`config.mk`:
```
export PLATFORM = sky130hd
export DESIGN_NAME = stream_stim_monitor_flat
export DESIGN_NICKNAME = d
export VERILOG_FILES = /design/src/rtl/stream_stim_monitor_pkg.sv /design/src/rtl/stream_stim_monitor_if.sv /design/src/rtl/stream_stim_monitor_stim_lfsr.sv /design/src/rtl/stream_stim_monitor.sv /design/src/flat_wrapper.sv
export SDC_FILE = /design/constraint.sdc
export NUM_CORES = 1
export LEC_CHECK = 0
export CORE_MARGIN = 1
export CORE_UTILIZATION = 55
export CTS_BUF_LIST = sky130_fd_sc_hd__clkbuf_8 sky130_fd_sc_hd__clkbuf_16
export CTS_CLUSTER_DIAMETER = 100
export CTS_CLUSTER_SIZE = 30
export DETAILED_ROUTE_END_ITERATION = 6
export PLACE_DENSITY = 0.92
export SLEW_MARGIN = 10
export SYNTH_ARGS = -nofsm -noshare
export SYNTH_HDL_FRONTEND = slang
export SYNTH_SLANG_ARGS = --single-unit
```
`constraint.sdc`:
```
create_clock -name clk -period 6.2 [get_ports clk]
set_input_delay 1.24 -clock clk [delete_from_list [all_inputs] [get_ports clk]]
set_output_delay 1.24 -clock clk [all_outputs]
set_load 0.05 [all_outputs]
```
`src/rtl/stream_stim_monitor_pkg.sv`:
```
// Shared types and helpers for the stream stimulus/measurement harness:
// phase encoding, LFSR polynomial and step function, saturating increment.
package stream_stim_pkg;

  typedef enum logic [1:0] {
    PH_RESET  = 2'd0,
    PH_CONFIG = 2'd1,
    PH_RUN    = 2'd2,
    PH_DONE   = 2'd3
  } phase_t;

  localparam logic [31:0] LFSR_POLY = 32'h80200003;

  // Galois right-shift step; bit 0 feeds back through the polynomial taps.
  function automatic logic [31:0] lfsr_next(input logic [31:0] s);
    return (s >> 1) ^ (s[0] ? LFSR_POLY : 32'h0);
  endfunction

  function automatic logic [31:0] sat_inc(input logic [31:0] v);
    return (v == 32'hFFFF_FFFF) ? v : v + 32'd1;
  endfunction

  // An all-zero LFSR state would lock up, so it is replaced by 1.
  function automatic logic [31:0] seed_fix(input logic [31:0] s);
    return (s == 32'h0) ? 32'h1 : s;
  endfunction

endpackage

```
`src/rtl/stream_stim_monitor_if.sv`:
```
// Bundle between the harness (master) and the application DUT (slave):
// pull-style input channels plus the DUT's output stream.
interface stream_stim_monitor_if #(
  parameter int NCH   = 1,
  parameter int WIDTH = 16
);
  // read_en[c] pulls one word: the DUT consumes read_data[c] in the cycle it
  // raises read_en[c], and the next word appears after the following edge.
  // The output stream has no ready: every cycle with out_valid=1 is a beat.
  logic [NCH-1:0]            read_en;
  logic [NCH-1:0][WIDTH-1:0] read_data;
  logic                      out_valid;
  logic [WIDTH-1:0]          out_data;

  modport master (input read_en, output read_data, input out_valid, input out_data);
  modport slave  (output read_en, input read_data, output out_valid, output out_data);
endinterface

```
`src/rtl/stream_stim_monitor_stim_lfsr.sv`:
```
// Single-channel stimulus source: 32-bit Galois LFSR that steps only when
// the consumer pulls, exposing the low WIDTH bits (zero-extended if wider).
module stim_lfsr
  import stream_stim_pkg::*;
#(
  parameter int WIDTH = 16
) (
  input  logic             clk,
  input  logic             rst,
  input  logic [31:0]      seed,
  input  logic             advance,
  output logic [WIDTH-1:0] data
);

  logic [31:0] state;

  always_ff @(posedge clk) begin
    if (rst) begin
      state <= seed_fix(seed);
    end else if (advance) begin
      state <= lfsr_next(state);
    end
  end

  generate
    if (WIDTH <= 32) begin : g_narrow
      assign data = state[WIDTH-1:0];
    end else begin : g_wide
      assign data = {{(WIDTH-32){1'b0}}, state};
    end
  endgenerate

endmodule

```
`src/rtl/stream_stim_monitor.sv`:
```
// Stimulus-and-measurement harness: RESET->CONFIG->RUN->DONE window with beat
// count and checksum. Define STIM_TOGGLE_COUNT_EN to build the input toggle counter.
module stream_stim_monitor
  import stream_stim_pkg::*;
#(
  parameter int          NCH           = 1,
  parameter int          WIDTH         = 16,
  parameter int          CONFIG_CYCLES = 409,
  parameter int          RUN_CYCLES    = 1000,
  parameter logic [31:0] SEED          = 32'h1
) (
  input  logic                  clk,
  input  logic                  rst,
  stream_stim_monitor_if.master bus,
  output logic                  measure_active,
  output logic                  window_start,
  output logic                  window_stop,
  output logic                  done,
  output logic [31:0]           beat_count,
  output logic [31:0]           checksum,
  output logic [31:0]           toggle_count,
  output phase_t                phase
);

  localparam logic [31:0] CFG_LAST = (CONFIG_CYCLES == 0) ? 32'd0 : 32'(CONFIG_CYCLES - 1);
  localparam logic [31:0] RUN_LAST = 32'(RUN_CYCLES - 1);
  localparam int          DW       = (WIDTH < 32) ? WIDTH : 32;

  phase_t      state, state_next;
  logic [31:0] cnt, cnt_next;
  logic [31:0] data_ext;

  for (genvar c = 0; c < NCH; c++) begin : g_ch
    stim_lfsr #(.WIDTH(WIDTH)) u_lfsr (
      .clk     (clk),
      .rst     (rst),
      .seed    (SEED + 32'(c)),
      .advance (bus.read_en[c]),
      .data    (bus.read_data[c])
    );
  end

  always_ff @(posedge clk) begin
    if (rst) begin
      state <= PH_RESET;
      cnt   <= 32'd0;
    end else begin
      state <= state_next;
      cnt   <= cnt_next;
    end
  end

  always_comb begin
    state_next = state;
    cnt_next   = cnt;
    case (state)
      PH_RESET: begin
        cnt_next   = 32'd0;
        state_next = (CONFIG_CYCLES == 0) ? PH_RUN : PH_CONFIG;
      end
      PH_CONFIG: begin
        if (cnt == CFG_LAST) begin
          state_next = PH_RUN;
          cnt_next   = 32'd0;
        end else begin
          cnt_next = cnt + 32'd1;
        end
      end
      PH_RUN: begin
        if (cnt == RUN_LAST) begin
          state_next = PH_DONE;
          cnt_next   = 32'd0;
        end else begin
          cnt_next = cnt + 32'd1;
        end
      end
      default: begin
        state_next = PH_DONE;
      end
    endcase
  end

  assign phase = state;

  // Flags are registered from the next state so they line up with the phase.
  always_ff @(posedge clk) begin
    if (rst) begin
      measure_active <= 1'b0;
      window_start   <= 1'b0;
      window_stop    <= 1'b0;
      done           <= 1'b0;
    end else begin
      measure_active <= (state_next == PH_RUN);
      window_start   <= (state_next == PH_RUN) && (state != PH_RUN);
      window_stop    <= (state_next == PH_DONE) && (state != PH_DONE);
      done           <= (state_next == PH_DONE);
    end
  end

  always_comb begin
    data_ext         = 32'd0;
    data_ext[DW-1:0] = bus.out_data[DW-1:0];
  end

  always_ff @(posedge clk) begin
    if (rst) begin
      beat_count <= 32'd0;
      checksum   <= 32'd0;
    end else if (measure_active && bus.out_valid) begin
      beat_count <= sat_inc(beat_count);
      checksum   <= {checksum[30:0], checksum[31]} ^ data_ext;
    end
  end

`ifdef STIM_TOGGLE_COUNT_EN
  logic [NCH-1:0][WIDTH-1:0] prev_q;
  logic [NCH-1:0][WIDTH-1:0] diff;
  logic [31:0]               pop;
  logic [32:0]               tog_sum;

  // prev_q needs no reset: RUN is always preceded by at least one cycle in
  // RESET, which reloads it with the seed data before it is ever counted.
  always_ff @(posedge clk) begin
    prev_q <= bus.read_data;
  end

  always_comb begin
    diff = bus.read_data ^ prev_q;
    pop  = 32'd0;
    for (int c = 0; c < NCH; c++) begin
      for (int b = 0; b < WIDTH; b++) begin
        pop = pop + {31'd0, diff[c][b]};
      end
    end
    tog_sum = {1'b0, toggle_count} + {1'b0, pop};
  end

  always_ff @(posedge clk) begin
    if (rst) begin
      toggle_count <= 32'd0;
    end else if (measure_active) begin
      toggle_count <= tog_sum[32] ? 32'hFFFF_FFFF : tog_sum[31:0];
    end
  end
`else
  assign toggle_count = 32'd0;
`endif

endmodule

```
`src/flat_wrapper.sv`:
```
// flat-port wrapper written by rule: the top's interface ports become plain ports
module stream_stim_monitor_flat import stream_stim_pkg::*;
#(
  parameter int          NCH           = 1,
  parameter int          WIDTH         = 16,
  parameter int          CONFIG_CYCLES = 409,
  parameter int          RUN_CYCLES    = 1000,
  parameter logic [31:0] SEED          = 32'h1
)
  (clk, rst, measure_active, window_start, window_stop, done, beat_count, checksum, toggle_count, phase, bus_read_en, bus_read_data, bus_out_valid, bus_out_data);
  stream_stim_monitor_if #(.NCH(NCH), .WIDTH(WIDTH)) bus_i ();
  input  logic clk;
  input  logic rst;
  output logic measure_active;
  output logic window_start;
  output logic window_stop;
  output logic done;
  output logic [31:0] beat_count;
  output logic [31:0] checksum;
  output logic [31:0] toggle_count;
  output phase_t phase;
  input wire logic [$bits(bus_i.read_en)-1:0] bus_read_en;
  output wire logic [$bits(bus_i.read_data)-1:0] bus_read_data;
  input wire logic [$bits(bus_i.out_valid)-1:0] bus_out_valid;
  input wire logic [$bits(bus_i.out_data)-1:0] bus_out_data;
  assign bus_i.read_en = bus_read_en;
  assign bus_read_data = bus_i.read_data;
  assign bus_i.out_valid = bus_out_valid;
  assign bus_i.out_data = bus_out_data;
  stream_stim_monitor #(.NCH(NCH), .WIDTH(WIDTH), .CONFIG_CYCLES(CONFIG_CYCLES), .RUN_CYCLES(RUN_CYCLES), .SEED(SEED)) u_core (.clk(clk), .rst(rst), .bus(bus_i), .measure_active(measure_active), .window_start(window_start), .window_stop(window_stop), .done(done), .beat_count(beat_count), .checksum(checksum), .toggle_count(toggle_count), .phase(phase));
endmodule
```
# [Word level (Yosys, flattened, before mapping)]
# Index checks and enable logic that the tools add are counted.
[word_totals] ff_bits=134 output_inout_bits=118 wordCells=36
[classes] add_sub_neg=2 eq_ne=9 mux=7 bitwise_logic=3 n_reduce_logical=6
[ops] cell="$mux 32" count=3
[ops] cell="$pmux 32 s3" count=1
[ops] cell="$add 32x1->32 const B" count=2
[ops] cell="$eq 32x10->1 const B" count=1
[ops] cell="$eq 32x32->1 const B" count=1
[ops] cell="$eq 32x9->1 const B" count=1
[ops] cell="$xor 31x32->32" count=1
[ops] cell="$xor 32x16->32" count=1
[ops] cell="$eq 2x2->1 const B" count=3
[ops] cell="$pmux 2 s3" count=1
[ops] cell="$mux 2" count=2
[ops] cell="$ne 2x2->1 const B" count=2
[ops] cell="$logic_and 1x1->1" count=3
[ops] cell="$reduce_bool 3->1" count=1
[ops] cell="$eq 2x1->1 const B" count=1
[ops] cell="$logic_not 2->1" count=1
[ops] cell="$reduce_and 2->1" count=1
[ops] cell="$not 1->1" count=1

# [Longest topological paths before layout]
[depth] word_depth=5 mapped_depth=9

# [Hierarchy]
# From an unflattened synthesis, not the netlist that was laid out.
[hier_totals] hier_cells=722 area_unflattened_um2=6652.6
[by_module_without_submodules] mod="stream_stim_monitor" instances=1 cells_each=620 area_per_inst_um2=5047.3 seq_area_each_um2=2042.0
[by_module_without_submodules] mod="stim_lfsr" instances=1 cells_each=102 area_per_inst_um2=1605.3 seq_area_each_um2=960.9

# [Worst setup path after synthesis]
# Ideal clock, no wire load.
[synth_timing] kind="input-to-reg" startpoint="input port rst" endpoint="register u_core.cnt[13]" setup_time_ns=0.062 arrival_time_ns=2.452 required_ns=6.138 slack_ns=3.686 stages=7 n_path_buf=2 path_cell_list="clkbuf_1 nor2_1 o31ai_4 a21o_1 buf_4 or3_1 nand3_1"
[synth_lines] item="from (decl)" line="flat_wrapper.sv:13" source="input logic rst;"
[synth_lines] item="to (signal assigned)" line="stream_stim_monitor.sv:49" source="cnt <= cnt_next;"
[synth_lines] item="to (decl)" line="stream_stim_monitor.sv:30" source="logic [31:0] cnt, cnt_next;"

# [Final worst setup path]
[layout_timing] startpoint="input port bus_out_valid" endpoint="register u_core.beat_count[14]"
[layout_via] elab_chain_cells=2
[layout_rtl] item="from (decl)" line="flat_wrapper.sv:24" source="input wire logic [$bits(bus_i.out_valid)-1:0] bus_out_valid;"
[layout_rtl] item="$logic_and 1x1->1" line="stream_stim_monitor.sv:109" source="end else if (measure_active && bus.out_valid) begin"
[layout_rtl] item="$reduce_and 2->1 (no line)"
[layout_rtl] item="to (signal assigned)" line="stream_stim_monitor.sv:110" source="beat_count <= sat_inc(beat_count);"
[layout_rtl] item="to (decl)" line="stream_stim_monitor.sv:19" source="output logic [31:0] beat_count,"
# No other way between the ends.
# A chain may end at the register's enable or synchronous reset.

==> impl_results.html <==
<table>
<tr><th>Metric</th><th>Value</th></tr>
<tr><th colspan="2">Synthesis</th></tr>
<tr><td>Count of warnings emitted by yosys</td><td>0</td></tr>
<tr><td>Share of the yosys chip area belonging to registers</td><td>42.8%</td></tr>
<tr><td>Cell type with the highest aggregate area in the netlist</td><td>sky130_fd_sc_hd__dfxtp_1</td></tr>
<tr><td>Synthesized area</td><td>6270 um2</td></tr>
<tr><td>Avg Cell Area, Syn</td><td>8.43 um2</td></tr>
<tr><td>Most repeated cell in the gate-level netlist after synthesis</td><td>sky130_fd_sc_hd__dfxtp_1</td></tr>
<tr><td>Netlist cell types</td><td>52</td></tr>
<tr><td>Top post-synthesis cells by count</td><td>sky130_fd_sc_hd__dfxtp_1 (134), sky130_fd_sc_hd__nand2_1 (83), sky130_fd_sc_hd__nor2_1 (80), sky130_fd_sc_hd__nand3_1 (54), sky130_fd_sc_hd__buf_4 (50)</td></tr>
<tr><td>Post-synth top area share</td><td>42.8%</td></tr>
<tr><td>Async set-or-reset flop fraction in the synthesized netlist</td><td>0%</td></tr>
<tr><td>Primary flip-flop cell chosen by synthesis mapping</td><td>sky130_fd_sc_hd__dfxtp_1</td></tr>
<tr><td>Number of flip-flops and latches in the synthesized netlist</td><td>134</td></tr>
<tr><td>Post-Synthesis Cells</td><td>744</td></tr>
<tr><td>Number of flops mapped to enable cells by yosys</td><td>0</td></tr>
<tr><td>Top area cells in the synthesized netlist</td><td>sky130_fd_sc_hd__dfxtp_1 (43%), sky130_fd_sc_hd__buf_4 (6.0%), sky130_fd_sc_hd__xnor2_1 (5.6%), sky130_fd_sc_hd__nand2_1 (5.0%), sky130_fd_sc_hd__mux2i_1 (4.8%)</td></tr>
<tr><th colspan="2">Drt</th></tr>
<tr><td>Overall via count from detail_route</td><td>5475</td></tr>
<tr><td>Drt pass-1 iters</td><td>4</td></tr>
<tr><td>Detailed Route WL</td><td>14400 um</td></tr>
<tr><td>Post-detailed-route count of antenna-violating nets</td><td>0</td></tr>
<tr><td>Vias per std cell</td><td>5.63</td></tr>
<tr><td>Remaining DRCs</td><td>0</td></tr>
<tr><td>Number of DRC markers in iteration 0</td><td>255</td></tr>
<tr><td>Final routed wire length divided by cell count</td><td>14.9 um</td></tr>
<tr><th colspan="2">Clock tree</th></tr>
<tr><td>Clock H-tree levels</td><td>4</td></tr>
<tr><td>CTS sink count</td><td>134</td></tr>
<tr><td>Post-cts resize count</td><td>0</td></tr>
<tr><td>Worst-path clk slew</td><td>0.06 ns</td></tr>
<tr><td>Number of buffers added to fix hold violations after cts</td><td>0</td></tr>
<tr><td>Clock buffer count from CTS</td><td>17</td></tr>
<tr><td>Cell at the root of the clock tree</td><td>sky130_fd_sc_hd__clkbuf_16</td></tr>
<tr><td>Maximum number of buffers from clock root to sink</td><td>2</td></tr>
<tr><td>CTS tree</td><td>built</td></tr>
<tr><td>Clk_lat worst skew</td><td>0.42 ns</td></tr>
<tr><td>Post-CTS setup buffer count</td><td>0</td></tr>
<tr><th colspan="2">Floorplan</th></tr>
<tr><td>Die Footprint</td><td>11800 um2</td></tr>
<tr><td>Chip Width</td><td>109 um</td></tr>
<tr><td>Placement row count</td><td>38</td></tr>
<tr><td>Die Ht</td><td>109 um</td></tr>
<tr><td>Initial Util</td><td>57.1%</td></tr>
<tr><td>Core Footprint</td><td>11000 um2</td></tr>
<tr><td>Number of top-level pins</td><td>138</td></tr>
<tr><th colspan="2">Timing</th></tr>
<tr><td>Highest attainable clock frequency</td><td>320 MHz</td></tr>
<tr><td>Post-route clock skew</td><td>0.0108 ns</td></tr>
<tr><td>TNS Setup</td><td>0 ns</td></tr>
<tr><td>Count of final max-slew check failures</td><td>0</td></tr>
<tr><td>Final number of setup-violating endpoints</td><td>0</td></tr>
<tr><td>Hold violation total from the final report</td><td>0</td></tr>
<tr><td>Final cycle utilization of the critical path</td><td>50.4%</td></tr>
<tr><td>Clock period minus worst slack</td><td>3.12 ns</td></tr>
<tr><td>Worst slew margin relative to its limit</td><td>35.7%</td></tr>
<tr><td>Unrepaired setup endpoints after global routing</td><td>false</td></tr>
<tr><td>Slew of the pin with the lowest slew margin</td><td>0.960 ns</td></tr>
<tr><th colspan="2">Power and ir drop</th></tr>
<tr><td>Leakage power total</td><td>0.00269 uW</td></tr>
<tr><td>Pwr/cell area</td><td>257 nW/um2</td></tr>
<tr><td>Largest vdd supply drop</td><td>0.139 mV</td></tr>
<tr><th colspan="2">Global route</th></tr>
<tr><td>Vias in the first global route</td><td>5047</td></tr>
<tr><td>Grt ovf</td><td>0</td></tr>
<tr><td>Number of antenna violations at the first check in global routing</td><td>0</td></tr>
<tr><td>Global-route usage over all layers</td><td>24.9%</td></tr>
<tr><td>Largest net degree at the start of global routing</td><td>92</td></tr>
<tr><td>Global-route wire length before repair</td><td>23200 um</td></tr>
<tr><th colspan="2">Worst setup path</th></tr>
<tr><td>Critical Path AT</td><td>3.40 ns</td></tr>
<tr><td>Data required time at the worst endpoint</td><td>6.48 ns</td></tr>
<tr><td>CP Capture Type</td><td>register</td></tr>
<tr><td>Classification of the worst setup path</td><td>in -&gt; reg</td></tr>
<tr><td>Crit path max fanout</td><td>51</td></tr>
<tr><td>Worst Setup Start Kind</td><td>input pin</td></tr>
<tr><td>Minimum setup slack among reg-to-reg paths</td><td>3.37 ns</td></tr>
<tr><th colspan="2">Finish</th></tr>
<tr><td>Proportion of layout cells with a drive suffix above 1</td><td>5.41%</td></tr>
<tr><td>Area growth from synthesis to layout</td><td>23.0%</td></tr>
<tr><td>N_diodes</td><td>0</td></tr>
<tr><td>Final design instance area without fill</td><td>7720 um2</td></tr>
<tr><td>Final nets</td><td>847</td></tr>
<tr><td>Final core occ</td><td>70.3%</td></tr>
<tr><th colspan="2">Place</th></tr>
<tr><td>Global placement routability congestion</td><td>0.873</td></tr>
<tr><td>Number of input and output port buffers inserted</td><td>105</td></tr>
<tr><td>Half-perimeter wire length after placement</td><td>9260 um</td></tr>
<tr><td>Post-place instance area</td><td>7120 um2</td></tr>
<tr><th colspan="2">Worst hold path</th></tr>
<tr><td>Type of the tightest min-delay check</td><td>reg -&gt; reg</td></tr>
<tr><th colspan="2">Outcome</th></tr>
<tr><td>Result of the run</td><td>completed</td></tr>
<tr><th colspan="2">Job</th></tr>
<tr><td>Max-cap violations</td><td>0</td></tr>
</table>
flip-flops by register name (all words and copies together), names as in the netlist:
name / count
u_core.measure_active: 1
u_core.window_start: 1
u_core.cnt: 32
u_core.done: 1
u_core.phase: 2
u_core.window_stop: 1
u_core.g_ch.u_lfsr.state: 32
u_core.beat_count: 32
u_core.checksum: 32
routing by layer:
metal	routed length [um]	global-route usage, %
met1	6080	28.6
met2	6900	42.3
met3	1080	7.05
met4	391	12.4
met5	0	0
worst max-delay path: stages:
cell and delay [ns]:
sky130_fd_sc_hd__clkdlybuf4s50_1 0.47, sky130_fd_sc_hd__and2_2 0.74, sky130_fd_sc_hd__and4_1 0.30, sky130_fd_sc_hd__o21ai_1 0.17, sky130_fd_sc_hd__nor4_1 0.27, sky130_fd_sc_hd__xnor2_1 0.16, sky130_fd_sc_hd__nor2_1 0.05
worst paths after layout:
check,from,to,cells past startpoint
worst min register to register,u_core.checksum[23],u_core.checksum[24],2
worst min-delay path,u_core.checksum[23],u_core.checksum[24],2
worst max-delay path,bus_out_valid,u_core.beat_count[14],7
worst max register to register,u_core.cnt[27],u_core.cnt[30],6
power breakdown:
part	switching, uW	internal, uW	leakage, uW
registers	3.82	865	0.00108
clock network	406	602	0.000293
logic	78.0	27.3	0.00132
total	487	1490	0.00269
layout by cell type (no fill, tap or decap), drive strengths merged, types with 2 or more instances in the layout:
| cell | synthesis | final |
|---|---|---|
| or4 | 5 | 5 |
| nand2 | 84 | 84 |
| nand4 | 14 | 14 |
| clkinv | 0 | 3 |
| or3b | 2 | 2 |
| o22ai | 3 | 3 |
| o31ai | 3 | 3 |
| conb | 1 | 32 |
| a21oi | 39 | 39 |
| clkdlybuf4s50 | 0 | 103 |
| mux2i | 30 | 30 |
| xnor2 | 40 | 40 |
| ha | 8 | 8 |
| bufinv | 0 | 2 |
| nor3 | 23 | 23 |
| clkbuf | 25 | 17 |
| o211ai | 2 | 2 |
| nor4 | 11 | 11 |
| nand3b | 4 | 4 |
| buf | 56 | 3 |
| and4 | 7 | 7 |
| nor2b | 3 | 3 |
| and2 | 4 | 4 |
| a31oi | 3 | 3 |
| o41ai | 2 | 2 |
| o311ai | 3 | 3 |
| o21ai | 21 | 21 |
| a211oi | 19 | 19 |
| or3 | 26 | 26 |
| and3 | 10 | 10 |
| nand3 | 54 | 54 |
| nor2 | 80 | 80 |
| inv | 15 | 24 |
| xor2 | 4 | 4 |
| dfxtp | 134 | 134 |
layout make-up:
cell class | instances | area, um2
tap | 140 | 175
fill | 774 | 3260
inverter | 15 | 56.3
timing repair buffer | 106 | 1050
multi-input combinational | 545 | 3160
sequential | 134 | 2680
clock inverter | 15 | 166
clock buffer | 17 | 425
through the flow:
stage	setup slack, ns	power [uW]	hold WS [ns]	instances
2_1_floorplan	3.69	989	0.455	775
3_3_place_gp	2.67	992	0.457	940
3_5_place_dp	2.63	992	0.461	940
4_1_cts	3.07	1990	0.476	972
5_1_grt	2.82	2040	0.506	972
6_report	3.08	1980	0.480	972
cells by family (layout without fill, tap and decap cells):
| kind of cell | Yosys count | count (layout) | synth area share [%] |
|---|---|---|---|
| AO/OA/AOI/OAI | 100 | 100 | 10.0 |
| XOR/XNOR | 44 | 44 | 6.14 |
| adder cells (fa/ha/maj) | 8 | 8 | 1.60 |
| buffers and inverters | 96 | 153 | 8.87 |
| flip-flops | 134 | 134 | 42.8 |
| multiplexers | 30 | 30 | 4.79 |
| other | 1 | 32 | 0.0598 |
| AND/OR/NAND/NOR | 331 | 331 | 25.8 |
No activity file was read; power rests on OpenSTA's default activity.
